<file path="src/rtl/keypad_scanner.sv">
// Column scanner for a 4-row keypad matrix. It gates the row edge detector and turns
// new key presses into one-cycle key_valid/key_code events, reporting each held key once.
module keypad_scanner #(
    parameter int NUM_COLS     = 4,
    parameter int DWELL_CYCLES = 8,
    parameter int CODE_W       = $clog2(NUM_COLS * 4)
) (
    input  logic                clk,
    input  logic                rst,
    input  logic                scan_en,
    input  logic [3:0]          row_edge,
    input  logic [3:0]          row_raw,
    output logic [NUM_COLS-1:0] col_drive,
    output logic                dbnc_en,
    output logic                key_valid,
    output logic [CODE_W-1:0]   key_code
);

    localparam int COL_W = (NUM_COLS > 1) ? $clog2(NUM_COLS) : 1;
    localparam int CNT_W = $clog2(DWELL_CYCLES);
    localparam logic [COL_W-1:0] LAST_COL   = COL_W'(NUM_COLS - 1);
    localparam logic [CNT_W-1:0] LAST_DWELL = CNT_W'(DWELL_CYCLES - 1);

    typedef enum logic [1:0] {
        IDLE,
        FLUSH,
        DWELL
    } state_t;

    state_t                state;
    logic [COL_W-1:0]      col_idx;
    logic [CNT_W-1:0]      dwell_cnt;
    logic [3:0]            pending;
    logic [NUM_COLS*4-1:0] key_state;

    logic [3:0]            held;
    logic [3:0]            cand;
    logic [3:0]            pick;
    logic [1:0]            pick_row;
    logic [COL_W-1:0]      col_next;
    logic [CODE_W-1:0]     pick_code;

    // NOTE: every signal gets a default at the top of always_comb so no path leaves it
    // unassigned; an unassigned path would infer a latch.
    always_comb begin
        held     = key_state[col_idx*4 +: 4];
        cand     = pending | (row_edge & ~held);
        pick_row = 2'd0;
        for (int r = 3; r >= 0; r--) begin
            if (cand[r]) pick_row = 2'(r);
        end
        pick      = 4'b0001 << pick_row;
        col_next  = (col_idx == LAST_COL) ? '0 : col_idx + 1'b1;
        pick_code = (CODE_W'(col_idx) << 2) | CODE_W'(pick_row);
    end

    // NOTE: state registers use non-blocking assignments so every branch reads the values
    // from before the edge, matching the flop hardware regardless of statement order.
    // NOTE: key_state is a small flag vector, not a RAM, so it is cleared by reset like the
    // other registers; a stale held-bit would silently suppress the first press after reset.
    always_ff @(posedge clk or posedge rst) begin
        if (rst) begin
            state     <= IDLE;
            col_idx   <= '0;
            col_drive <= '0;
            dbnc_en   <= 1'b0;
            key_valid <= 1'b0;
            key_code  <= '0;
            pending   <= '0;
            key_state <= '0;
            dwell_cnt <= '0;
        end else if (!scan_en) begin
            // Held-key flags and column survive a pause so scanning resumes where it left off.
            state     <= IDLE;
            col_drive <= '0;
            dbnc_en   <= 1'b0;
            pending   <= '0;
            key_valid <= 1'b0;
        end else begin
            case (state)
                IDLE: begin
                    state     <= FLUSH;
                    col_drive <= NUM_COLS'(1) << col_idx;
                    dbnc_en   <= 1'b0;
                    key_valid <= 1'b0;
                end
                FLUSH: begin
                    state     <= DWELL;
                    dwell_cnt <= '0;
                    dbnc_en   <= 1'b1;
                    key_valid <= 1'b0;
                end
                DWELL: begin
                    dwell_cnt <= dwell_cnt + 1'b1;
                    if (dwell_cnt == LAST_DWELL) begin
                        // Only releases are learned here; presses must come through an edge.
                        key_state[col_idx*4 +: 4] <= held & row_raw;
                        pending   <= '0;
                        key_valid <= 1'b0;
                        col_idx   <= col_next;
                        col_drive <= NUM_COLS'(1) << col_next;
                        dbnc_en   <= 1'b0;
                        state     <= FLUSH;
                    end else if (cand != 4'd0) begin
                        key_valid <= 1'b1;
                        key_code  <= pick_code;
                        key_state[col_idx*4 + int'(pick_row)] <= 1'b1;
                        pending   <= cand & ~pick;
                    end else begin
                        key_valid <= 1'b0;
                    end
                end
                default: state <= IDLE;
            endcase
        end
    end

endmodule

</file>
<file path="config.mk">
export PLATFORM = sky130hd
export DESIGN_NAME = keypad_scanner
export DESIGN_NICKNAME = d
export VERILOG_FILES = /design/src/rtl/keypad_scanner.sv
export SDC_FILE = /design/constraint.sdc
export NUM_CORES = 1
export LEC_CHECK = 0
export CAP_MARGIN = 20
export CORE_UTILIZATION = 55
export DETAILED_ROUTE_END_ITERATION = 10
export GPL_TIMING_DRIVEN = 0
export PLACE_DENSITY = 0.77
export SLEW_MARGIN = 20
export SYNTH_ARGS = -nofsm -noshare
export SYNTH_HDL_FRONTEND = slang
export SYNTH_SLANG_ARGS = --single-unit
</file>
<file path="constraint.sdc">
create_clock -name clk -period 2.6 [get_ports clk]
set_input_delay 0.52 -clock clk [delete_from_list [all_inputs] [get_ports clk]]
set_output_delay 0.52 -clock clk [all_outputs]
set_load 0.02 [all_outputs]
</file>
==> results of run 1 <==
==> stage by stage <==
stage	util [%]	hold WS [ns]
global placement	64.5	0.467
global route	67.0	0.526
floorplan	-	0.454
detailed placement	64.5	0.473
finish	67.0	0.483
CTS	66.9	0.489
==> cells in the mapped netlist (all sizes together) <==
cell	instances	area share, %
o31ai	2	1.4
ha	10	5.9
mux2i	1	0.47
o21ai	17	4.0
clkbuf	7	1.2
buf	1	0.24
a22o	14	5.8
nand2b	4	1.2
and3	2	0.59
nor4	2	0.59
and2	2	0.59
or2	1	0.30
xnor2	1	0.41
dfrtp	37	44
a31oi	3	0.89
mux2	5	2.7
a41oi	2	0.83
nand3b	1	0.35
nand4b	1	0.41
nand3	5	1.2
a22oi	1	0.35
o21bai	4	1.9
nor2	13	2.3
a311oi	2	0.83
a21o	1	0.35
o21ba	2	0.94
a32o	2	0.94
a211oi	1	0.35
or3	7	2.3
mux4	3	3.4
a21oi	8	1.9
nor2b	4	1.2
inv	14	2.5
nor3	2	0.47
o22ai	3	0.89
nand2	32	5.7
a21boi	1	0.35
o221ai	1	0.71
==> final timing paths <==
path | endpoint | from
worst max register to register | key_state[12]$_DFFE_PP0P_ | col_idx[0]$_DFFE_PP0P_
min in group asynchronous | key_code[1]$_DFFE_PP0P_ | rst
worst max-delay path | key_state[12]$_DFFE_PP0P_ | col_idx[0]$_DFFE_PP0P_
max in group asynchronous | col_idx[0]$_DFFE_PP0P_ | rst
worst min register to register | col_drive[3]$_DFFE_PP0P_ | col_drive[3]$_DFFE_PP0P_
worst min-delay path | col_drive[3]$_DFFE_PP0P_ | col_drive[3]$_DFFE_PP0P_
==> power groups by stage <==
stage | Combinational (mW) | Clock (mW) | Sequential (mW)
finish | 0.602 | 0.411 | 0.698
global route | 0.660 | 0.433 | 0.705
CTS | 0.591 | 0.413 | 0.698
detailed placement | 0.585 | 0 | 0.708
global placement | 0.576 | 0 | 0.705
floorplan | 0.359 | 0 | 0.739
==> layer usage <==
layer  vias up  GRT usage, %  routed length (um)
li1        843             -                   -
met1       854          38.4                2210
met2        65          40.8                2300
met3        11          5.89                 246
met4         0          10.2                 102
met5         -             0                   0
==> kinds of logic after synthesis <==
| group | count (synthesis) | share of synthesized area [%] |
|---|---|---|
| flip-flops | 37 | 43.7 |
| AO/OA/AOI/OAI | 64 | 22.4 |
| adder cells (fa/ha/maj) | 10 | 5.90 |
| AND/OR/NAND/NOR | 76 | 17.1 |
| XOR/XNOR | 1 | 0.413 |
| buffers and inverters | 22 | 3.96 |
| multiplexers | 9 | 6.49 |
==> flip-flops by register name, indices dropped and copies added (netlist names) <==
name       flops
dwell_cnt      3
col_idx        2
dbnc_en        1
key_valid      1
pending        4
key_state     16
col_drive      4
key_code       4
state          2
==> tightest hold or removal path: stages (launching register included) <==
cell and delay, ns:
dfrtp_1 0.35, nand2_1 0.05, o31ai_1 0.05
==> final cells by class <==
| type | count | area, um2 | area share [%] |
|---|---|---|---|
| plain buffers | 8 | 32.5 | 1.32 |
| clock buffers | 7 | 86.3 | 3.49 |
| inverters | 14 | 52.6 | 2.13 |
| multi-input cells | 160 | 1110 | 45.1 |
| flip-flops and latches | 37 | 926 | 37.5 |
| well taps | 48 | 60.1 | 2.43 |
| repair buffers | 20 | 200 | 8.10 |
==> impl_metrics.py, run 1 <==
metrics = {
    "run": {
        "maxCapViolCount": 0,
    },
    "global_route": {
        "track_usage_pct": 27.1,
        "grt-ovfl-total": 0,
        "antenna_found_initial": 0,
        "grt_max_degree": 38,
        "grt_pass1_wl_um": 8200,
        "grt_pass1_vias": 1661,
    },
    "place": {
        "dpl.hpwl_um": 3550,
        "placed_area_mm2": 0.00238,
        "place_congestion": 0.867,
        "io_buffers": 20,
        "pre_cts_ws_ns": 0.0686,
        "placed_cells": 287,
    },
    "timing": {
        "period_needed_ns": 2.43,
        "setup_tns_ns": 0,
        "grt_setup_unrepaired": "no",
        "min_period_over_period_pct": 93.3,
        "final-hold-violation-count": 0,
        "finalWorstSetupSlack_ns": 0.174,
        "max_freq_mhz": 412,
        "slew_headroom_pct": 49.0,
        "finalMaxSlewViolations": 0,
        "finalSetupViolations": 0,
        "tightest_slew_ns": 0.764,
        "skew_ns": 0.00809,
    },
    "finish": {
        "final_nets": 267,
        "fillers": 290,
        "drive_gt1_share_pct": 9.76,
        "design_area_mm2": 0.00247,
        "area_growth_pct": 16.6,
        "antenna_cells": 0,
        "layout_common_cells": "37 x dfrtp_1, 32 x nand2_1, 20 x clkdlybuf4s50_1",
        "final_common_cell": "dfrtp_1",
        "stdcell_count": 294,
    },
    "floorplanning": {
        "dieWidth_um": 64.1,
        "fp.dieH_um": 64.1,
        "coreArea_mm2": 0.00369,
        "ios": 21,
        "die_area_mm2": 0.00411,
        "start_util_pct": 57.5,
        "num_rows": 22,
    },
    "logic_synthesis": {
        "syn_area_mm2": 0.00212,
        "syn_inst": 219,
        "yosysSeqAreaShare_pct": 43.7,
        "synth_nets": 240,
        "syn_avg_cell_area_um2": 9.68,
        "synth_warnings": 0,
        "synth.distinct_cells": 42,
        "ys_seq_elements": 37,
    },
    "clock_network": {
        "clk_pin_slew_worst_paths_ns": 0.07,
        "insertion_delay_ns": 0.30,
        "cts_tree": "yes",
        "cts_sinks": 37,
        "postCtsSetupRepairBufs": 0,
        "clock-root-buffer": "clkbuf_8",
        "cts_hold_buf": 0,
        "clk_path_buf_depth": 2,
        "ctsResizeCount": 0,
        "h-tree-depth": 2,
        "cts_made_buffers": 5,
    },
    "pwr": {
        "combPwrFrac_pct": 35.2,
        "ir_drop_uv": 429,
        "sequentialPowerShare_pct": 40.8,
        "finalPower_mw": 1.71,
        "switching_share_pct": 34.7,
        "power.density_mw_per_mm2": 692,
        "clock_power_share_pct": 24.0,
        "p_leak_nw": 1.10,
        "p_int_mw": 1.12,
        "power.net_switching_mw": 0.594,
    },
    "routing": {
        "wl_um": 4860,
        "drc": 0,
        "first_iter_violations": 136,
        "wl_per_cell_um": 16.5,
        "vias": 1773,
        "ant_nets": 0,
        "dr.pass1.iters": 4,
        "viasPerCell": 6.03,
    },
    "worst_setup_path": {
        "cp.buffers_inverters": 2,
        "required_ns": 2.79,
        "cpPeakStageDelay_ns": 0.56,
        "critPathCaptureType": "flop",
        "r2r_slack_ns": 0.17,
        "worst_setup_path_start_kind": "flop",
        "worstPathCellList": "clkbuf_2, inv_1, ha_1, nand2b_1, nand2b_1, nor2_1, or3_1, a22o_1",
        "path_class": "flop to flop",
        "worstPathMaxFanout": 10,
        "critical_path_arrival_ns": 2.62,
        "cp_top_family": "simple AND/OR/NAND/NOR gates",
        "crit_top_cell": "nand2b_1",
        "rr_worst_depth": 8,
        "critical-path-slowest-cell": "dfrtp_1",
        "crit_cells": 8,
    },
    "outcome": {
        "status": "finished clean",
    },
    "hold_path": {
        "hold_depth": 2,
        "hold_class": "flop to flop",
    },
}
Power figures use the tool's default switching activity.
==> run 2, diff against run 1 <==
- clock period: 2.6 -> 3 ns (I/O delays scaled with it)
==> run 2 against run 1 <==
Sequential power decreased by 13%; clock power down 14%; register-to-register slack improved by 0.24 ns; critical path depth did not move; flip-flop and latch count stayed put; global-route usage stayed put; final area is 0.20% lower; power down 14%; die area unchanged; first-iteration DRC count increased by 2.9%; highest routed layer unchanged.
==> impl_metrics.py, run 2 (synthesis results as in run 1) <==
metrics = {
    "routing": {
        "ant_nets": 0,
        "viasPerCell": 5.98,
        "dr.pass1.iters": 5,
        "drc": 0,
        "first_iter_violations": 140,
        "wl_per_cell_um": 16.4,
        "wl_um": 4810,
        "vias": 1759,
    },
    "global_route": {
        "antenna_found_initial": 0,
        "grt_pass1_vias": 1661,
        "grt-ovfl-total": 0,
        "track_usage_pct": 27.1,
        "grt_max_degree": 38,
        "grt_pass1_wl_um": 8200,
    },
    "timing": {
        "grt_setup_unrepaired": "no",
        "tightest_slew_ns": 0.770,
        "period_needed_ns": 2.59,
        "setup_tns_ns": 0,
        "slew_headroom_pct": 48.6,
        "final-hold-violation-count": 0,
        "skew_ns": 0.00686,
        "min_period_over_period_pct": 86.4,
        "finalSetupViolations": 0,
        "max_freq_mhz": 386,
        "finalMaxSlewViolations": 0,
    },
    "finish": {
        "final_nets": 267,
        "drive_gt1_share_pct": 8.94,
        "largest_reg_flops": 16,
        "final_common_cell": "dfrtp_1",
        "design_area_mm2": 0.00247,
        "antenna_cells": 0,
        "layout_common_cells": "37 x dfrtp_1, 32 x nand2_1, 20 x clkdlybuf4s50_1",
        "top_register": "key_state",
        "fillers": 290,
        "area_growth_pct": 16.4,
    },
    "place": {
        "place_congestion": 0.867,
        "dpl.hpwl_um": 3550,
        "placed_area_mm2": 0.00238,
        "io_buffers": 20,
    },
    "run": {
        "maxCapViolCount": 0,
    },
    "floorplanning": {
        "start_util_pct": 57.5,
        "dieWidth_um": 64.1,
        "fp.dieH_um": 64.1,
        "ios": 21,
        "num_rows": 22,
        "coreArea_mm2": 0.00369,
        "die_area_mm2": 0.00411,
    },
    "hold_path": {
        "hold_depth": 2,
        "holdPathEnd": "col_drive[3]$_DFFE_PP0P_",
        "hold_class": "flop to flop",
        "hp-start": "col_drive[3]$_DFFE_PP0P_",
    },
    "worst_setup_path": {
        "rr_worst_depth": 8,
        "worstPathMaxFanout": 10,
        "required_ns": 3.19,
        "r2r_slack_ns": 0.41,
        "critical_path_arrival_ns": 2.78,
        "path_class": "flop to flop",
        "r2r_start": "col_idx[0]$_DFFE_PP0P_",
        "r2r-end": "key_state[12]$_DFFE_PP0P_",
        "critPathCaptureType": "flop",
        "worst_setup_path_start_kind": "flop",
    },
    "clock_network": {
        "insertion_delay_ns": 0.29,
        "clock-root-buffer": "clkbuf_8",
        "clk_path_buf_depth": 2,
        "cts_made_buffers": 5,
        "ctsResizeCount": 0,
        "clk_pin_slew_worst_paths_ns": 0.07,
        "postCtsSetupRepairBufs": 0,
        "cts_sinks": 37,
        "cts_tree": "yes",
        "cts_hold_buf": 0,
        "h-tree-depth": 2,
    },
    "pwr": {
        "combPwrFrac_pct": 35.1,
        "ir_drop_uv": 372,
        "p_leak_nw": 1.09,
        "sequentialPowerShare_pct": 40.9,
        "clock_power_share_pct": 24.0,
        "power.density_mw_per_mm2": 599,
        "power.net_switching_mw": 0.511,
        "p_int_mw": 0.966,
        "switching_share_pct": 34.6,
    },
    "outcome": {
        "status": "finished clean",
    },
}
[run 2: changes by cell type in the layout (fill, tap and decap cells not counted)]
cell and delta:
clkbuf_2 -1, o21bai_2 -1, clkbuf_1 +1, o21bai_1 +1
[run 2: how the worst max path moves through the flow]
stage	cells past startpoint	slack [ns]	start	to
6_report	8	0.41	col_idx[0]$_DFFE_PP0P_	key_state[12]$_DFFE_PP0P_
5_1_grt	8	0.20	col_idx[0]$_DFFE_PP0P_	key_state[12]$_DFFE_PP0P_
4_1_cts	8	0.43	col_idx[0]$_DFFE_PP0P_	key_state[12]$_DFFE_PP0P_
3_5_place_dp	8	0.47	col_idx[0]$_DFFE_PP0P_	key_state[12]$_DFFE_PP0P_
3_3_place_gp	8	0.48	col_idx[0]$_DFFE_PP0P_	key_state[12]$_DFFE_PP0P_
2_1_floorplan	8	0.88	col_idx[0]$_DFFE_PP0P_	key_state[12]$_DFFE_PP0P_
[run 2: cell type report]
class / count / area, um2 / share of cell area, %
Buffer: 8 / 31.3 / 1.27
Multi-Input combinational cell: 160 / 1110 / 45.0
Clock buffer: 7 / 86.3 / 3.50
Inverter: 14 / 52.6 / 2.13
Timing Repair Buffer: 20 / 200 / 8.12
Tap cell: 48 / 60.1 / 2.44
Sequential cell: 37 / 926 / 37.5
[run 2: worst max-delay path, stage by stage (launching register included)]
cell	delay [ns]
dfrtp_1	0.57
clkbuf_1	0.42
inv_1	0.16
ha_1	0.42
nand2b_1	0.16
nand2b_1	0.18
nor2_1	0.06
or3_1	0.31
a22o_1	0.20
[run 2: power groups by stage]
stage / logic, mW / registers [mW] / clock network, mW
after global placement: 0.499 / 0.611 / 0
after CTS: 0.512 / 0.605 / 0.358
after global routing: 0.568 / 0.611 / 0.375
after detailed placement: 0.507 / 0.613 / 0
final: 0.518 / 0.605 / 0.354
after floorplan: 0.311 / 0.641 / 0
[run 2: routing by layer]
metal / track usage, % / part of all wire, % / vias to the layer above
met4: 10.2 / 2.6 / 0
met5: 0 / 0 / -
met2: 40.8 / 47 / 79
met1: 38.4 / 45 / 825
met3: 5.89 / 6.0 / 13
li1: - / - / 842
[run 2: through the flow]
step	hold WS, ns	power (mW)	util [%]	setup WS [ns]	cells
6_report	0.483	1.48	66.9	0.409	294
5_1_grt	0.526	1.56	66.9	0.198	294
4_1_cts	0.489	1.48	66.9	0.429	294
3_5_place_dp	0.473	1.12	64.5	0.469	287
3_3_place_gp	0.467	1.11	64.5	0.484	287
2_1_floorplan	0.454	0.952	-	0.881	219
==> run 3, diff against run 2 <==
- GPL_ROUTABILITY_DRIVEN: default -> 0
- SLEW_MARGIN: 20 -> 0
==> run 3 against run 2 <==
Cell count increased by 0.68%; die area is the same; global-route usage grew 0.61 points; combinational power about the same; power is 6.8% higher; clock skew up 0.0026 ns; worst hold slack gained 0.0082 ns; core utilization grew 1.6 points; flip-flop and latch count did not move; worst setup slack improved by 0.016 ns; non-clock buffer count up 1; largest power group unchanged; clock power grew 28%.
==> impl_metrics.py, run 3 (synthesis results as in run 1) <==
metrics = {
    "finish": {
        "largest_reg_flops": 16,
        "final_nets": 268,
        "final_common_cell": "dfrtp_1",
        "layout_common_cells": "37 x dfrtp_1, 32 x nand2_1, 20 x clkdlybuf4s50_1",
        "top_register": "key_state",
        "drive_gt1_share_pct": 9.27,
        "design_area_mm2": 0.00252,
        "antenna_cells": 0,
        "final_core_util_pct": 68.4,
        "area_growth_pct": 19.1,
        "fillers": 290,
        "stdcell_count": 296,
    },
    "clock_network": {
        "insertion_delay_ns": 0.30,
        "ctsResizeCount": 0,
        "clock-root-buffer": "clkbuf_8",
        "clk_path_buf_depth": 2,
        "cts_hold_buf": 0,
        "postCtsSetupRepairBufs": 0,
        "h-tree-depth": 2,
        "cts_sinks": 37,
        "cts_made_buffers": 5,
        "clk_pin_slew_worst_paths_ns": 0.08,
        "cts_tree": "yes",
    },
    "timing": {
        "finalWorstSetupSlack_ns": 0.425,
        "final-hold-violation-count": 0,
        "skew_ns": 0.00950,
        "grt_setup_unrepaired": "no",
        "slew_headroom_pct": 47.3,
        "min_period_over_period_pct": 85.8,
        "max_freq_mhz": 388,
        "finalSetupViolations": 0,
        "setup_tns_ns": 0,
        "holdWs_ns": 0.491,
        "finalMaxSlewViolations": 0,
        "period_needed_ns": 2.58,
        "tightest_slew_ns": 0.789,
    },
    "run": {
        "maxCapViolCount": 0,
    },
    "worst_setup_path": {
        "rr_worst_depth": 8,
        "critPathCaptureType": "flop",
        "worst_setup_path_start_kind": "flop",
        "required_ns": 3.19,
        "worstPathMaxFanout": 10,
        "path_class": "flop to flop",
        "critical_path_arrival_ns": 2.77,
    },
    "floorplanning": {
        "ios": 21,
        "start_util_pct": 57.5,
        "die_area_mm2": 0.00411,
        "coreArea_mm2": 0.00369,
        "dieWidth_um": 64.1,
        "fp.dieH_um": 64.1,
        "num_rows": 22,
    },
    "pwr": {
        "power.density_mw_per_mm2": 626,
        "p_leak_nw": 1.12,
        "finalPower_mw": 1.58,
        "ir_drop_uv": 381,
    },
    "place": {
        "dpl.hpwl_um": 3720,
        "pre_cts_ws_ns": 0.474,
        "placed_area_mm2": 0.00241,
        "placed_cells": 288,
        "io_buffers": 20,
    },
    "global_route": {
        "grt_max_degree": 20,
        "antenna_found_initial": 0,
        "grt_pass1_wl_um": 8500,
        "track_usage_pct": 27.8,
        "grt_pass1_vias": 1738,
        "grt-ovfl-total": 0,
    },
    "routing": {
        "wl_per_cell_um": 16.6,
        "vias": 1806,
        "first_iter_violations": 112,
        "dr.pass1.iters": 4,
        "viasPerCell": 6.10,
        "wl_um": 4910,
        "drc": 0,
        "ant_nets": 0,
    },
    "hold_path": {
        "hold_depth": 2,
        "hold_class": "flop to flop",
    },
    "outcome": {
        "status": "finished clean",
    },
}
-- run 3: changes by cell type in the layout (fill, tap and decap cells not counted), sizes merged --
cell | before | now
buf | 1 | 2
bufinv | 0 | 1
-- run 3: path summary, 6_finish.rpt --
path	slack, ns	end	startpoint
max	0.42	key_state[12]$_DFFE_PP0P_	col_idx[0]$_DFFE_PP0P_
min	0.49	dwell_cnt[2]$_DFFE_PP0P_	dwell_cnt[2]$_DFFE_PP0P_
max reg2reg	0.42	key_state[12]$_DFFE_PP0P_	col_idx[0]$_DFFE_PP0P_
min reg2reg	0.49	dwell_cnt[2]$_DFFE_PP0P_	dwell_cnt[2]$_DFFE_PP0P_
max in group asynchronous	1.66	key_state[2]$_DFFE_PP0P_	rst
min in group asynchronous	0.77	key_code[0]$_DFFE_PP0P_	rst
-- run 3: worst max-delay path: stages (launching register included) --
cell      delay, ns
dfrtp_1        0.56
clkbuf_1       0.41
inv_1          0.16
ha_1           0.42
nand2b_1       0.16
nand2b_1       0.19
nor2_1         0.07
or3_1          0.31
a22o_1         0.20
-- run 3: where the power goes --
group          leakage (nW)  total [mW]  switching (mW)  internal [mW]
Clock                0.0585       0.452           0.180          0.271
Combinational         0.590       0.520           0.297          0.223
Sequential            0.471       0.607          0.0426          0.564
-- run 3: area by class of cell --
class | instances | area, um2 | share of cell area [%]
Multi-Input combinational cell | 160 | 1110 | 44.0
Sequential cell | 37 | 926 | 36.7
Timing Repair Buffer | 21 | 228 | 9.02
Clock buffer | 7 | 86.3 | 3.42
Tap cell | 48 | 60.1 | 2.38
Inverter | 14 | 52.6 | 2.08
Buffer | 8 | 31.3 | 1.24
Clock inverter | 1 | 30.0 | 1.19
-- run 3: layer usage --
layer / routed length [um] / global-route usage (%)
met4: 101 / 11.6
met5: 0 / 0
met2: 2360 / 42.4
met3: 261 / 5.54
met1: 2190 / 38.4
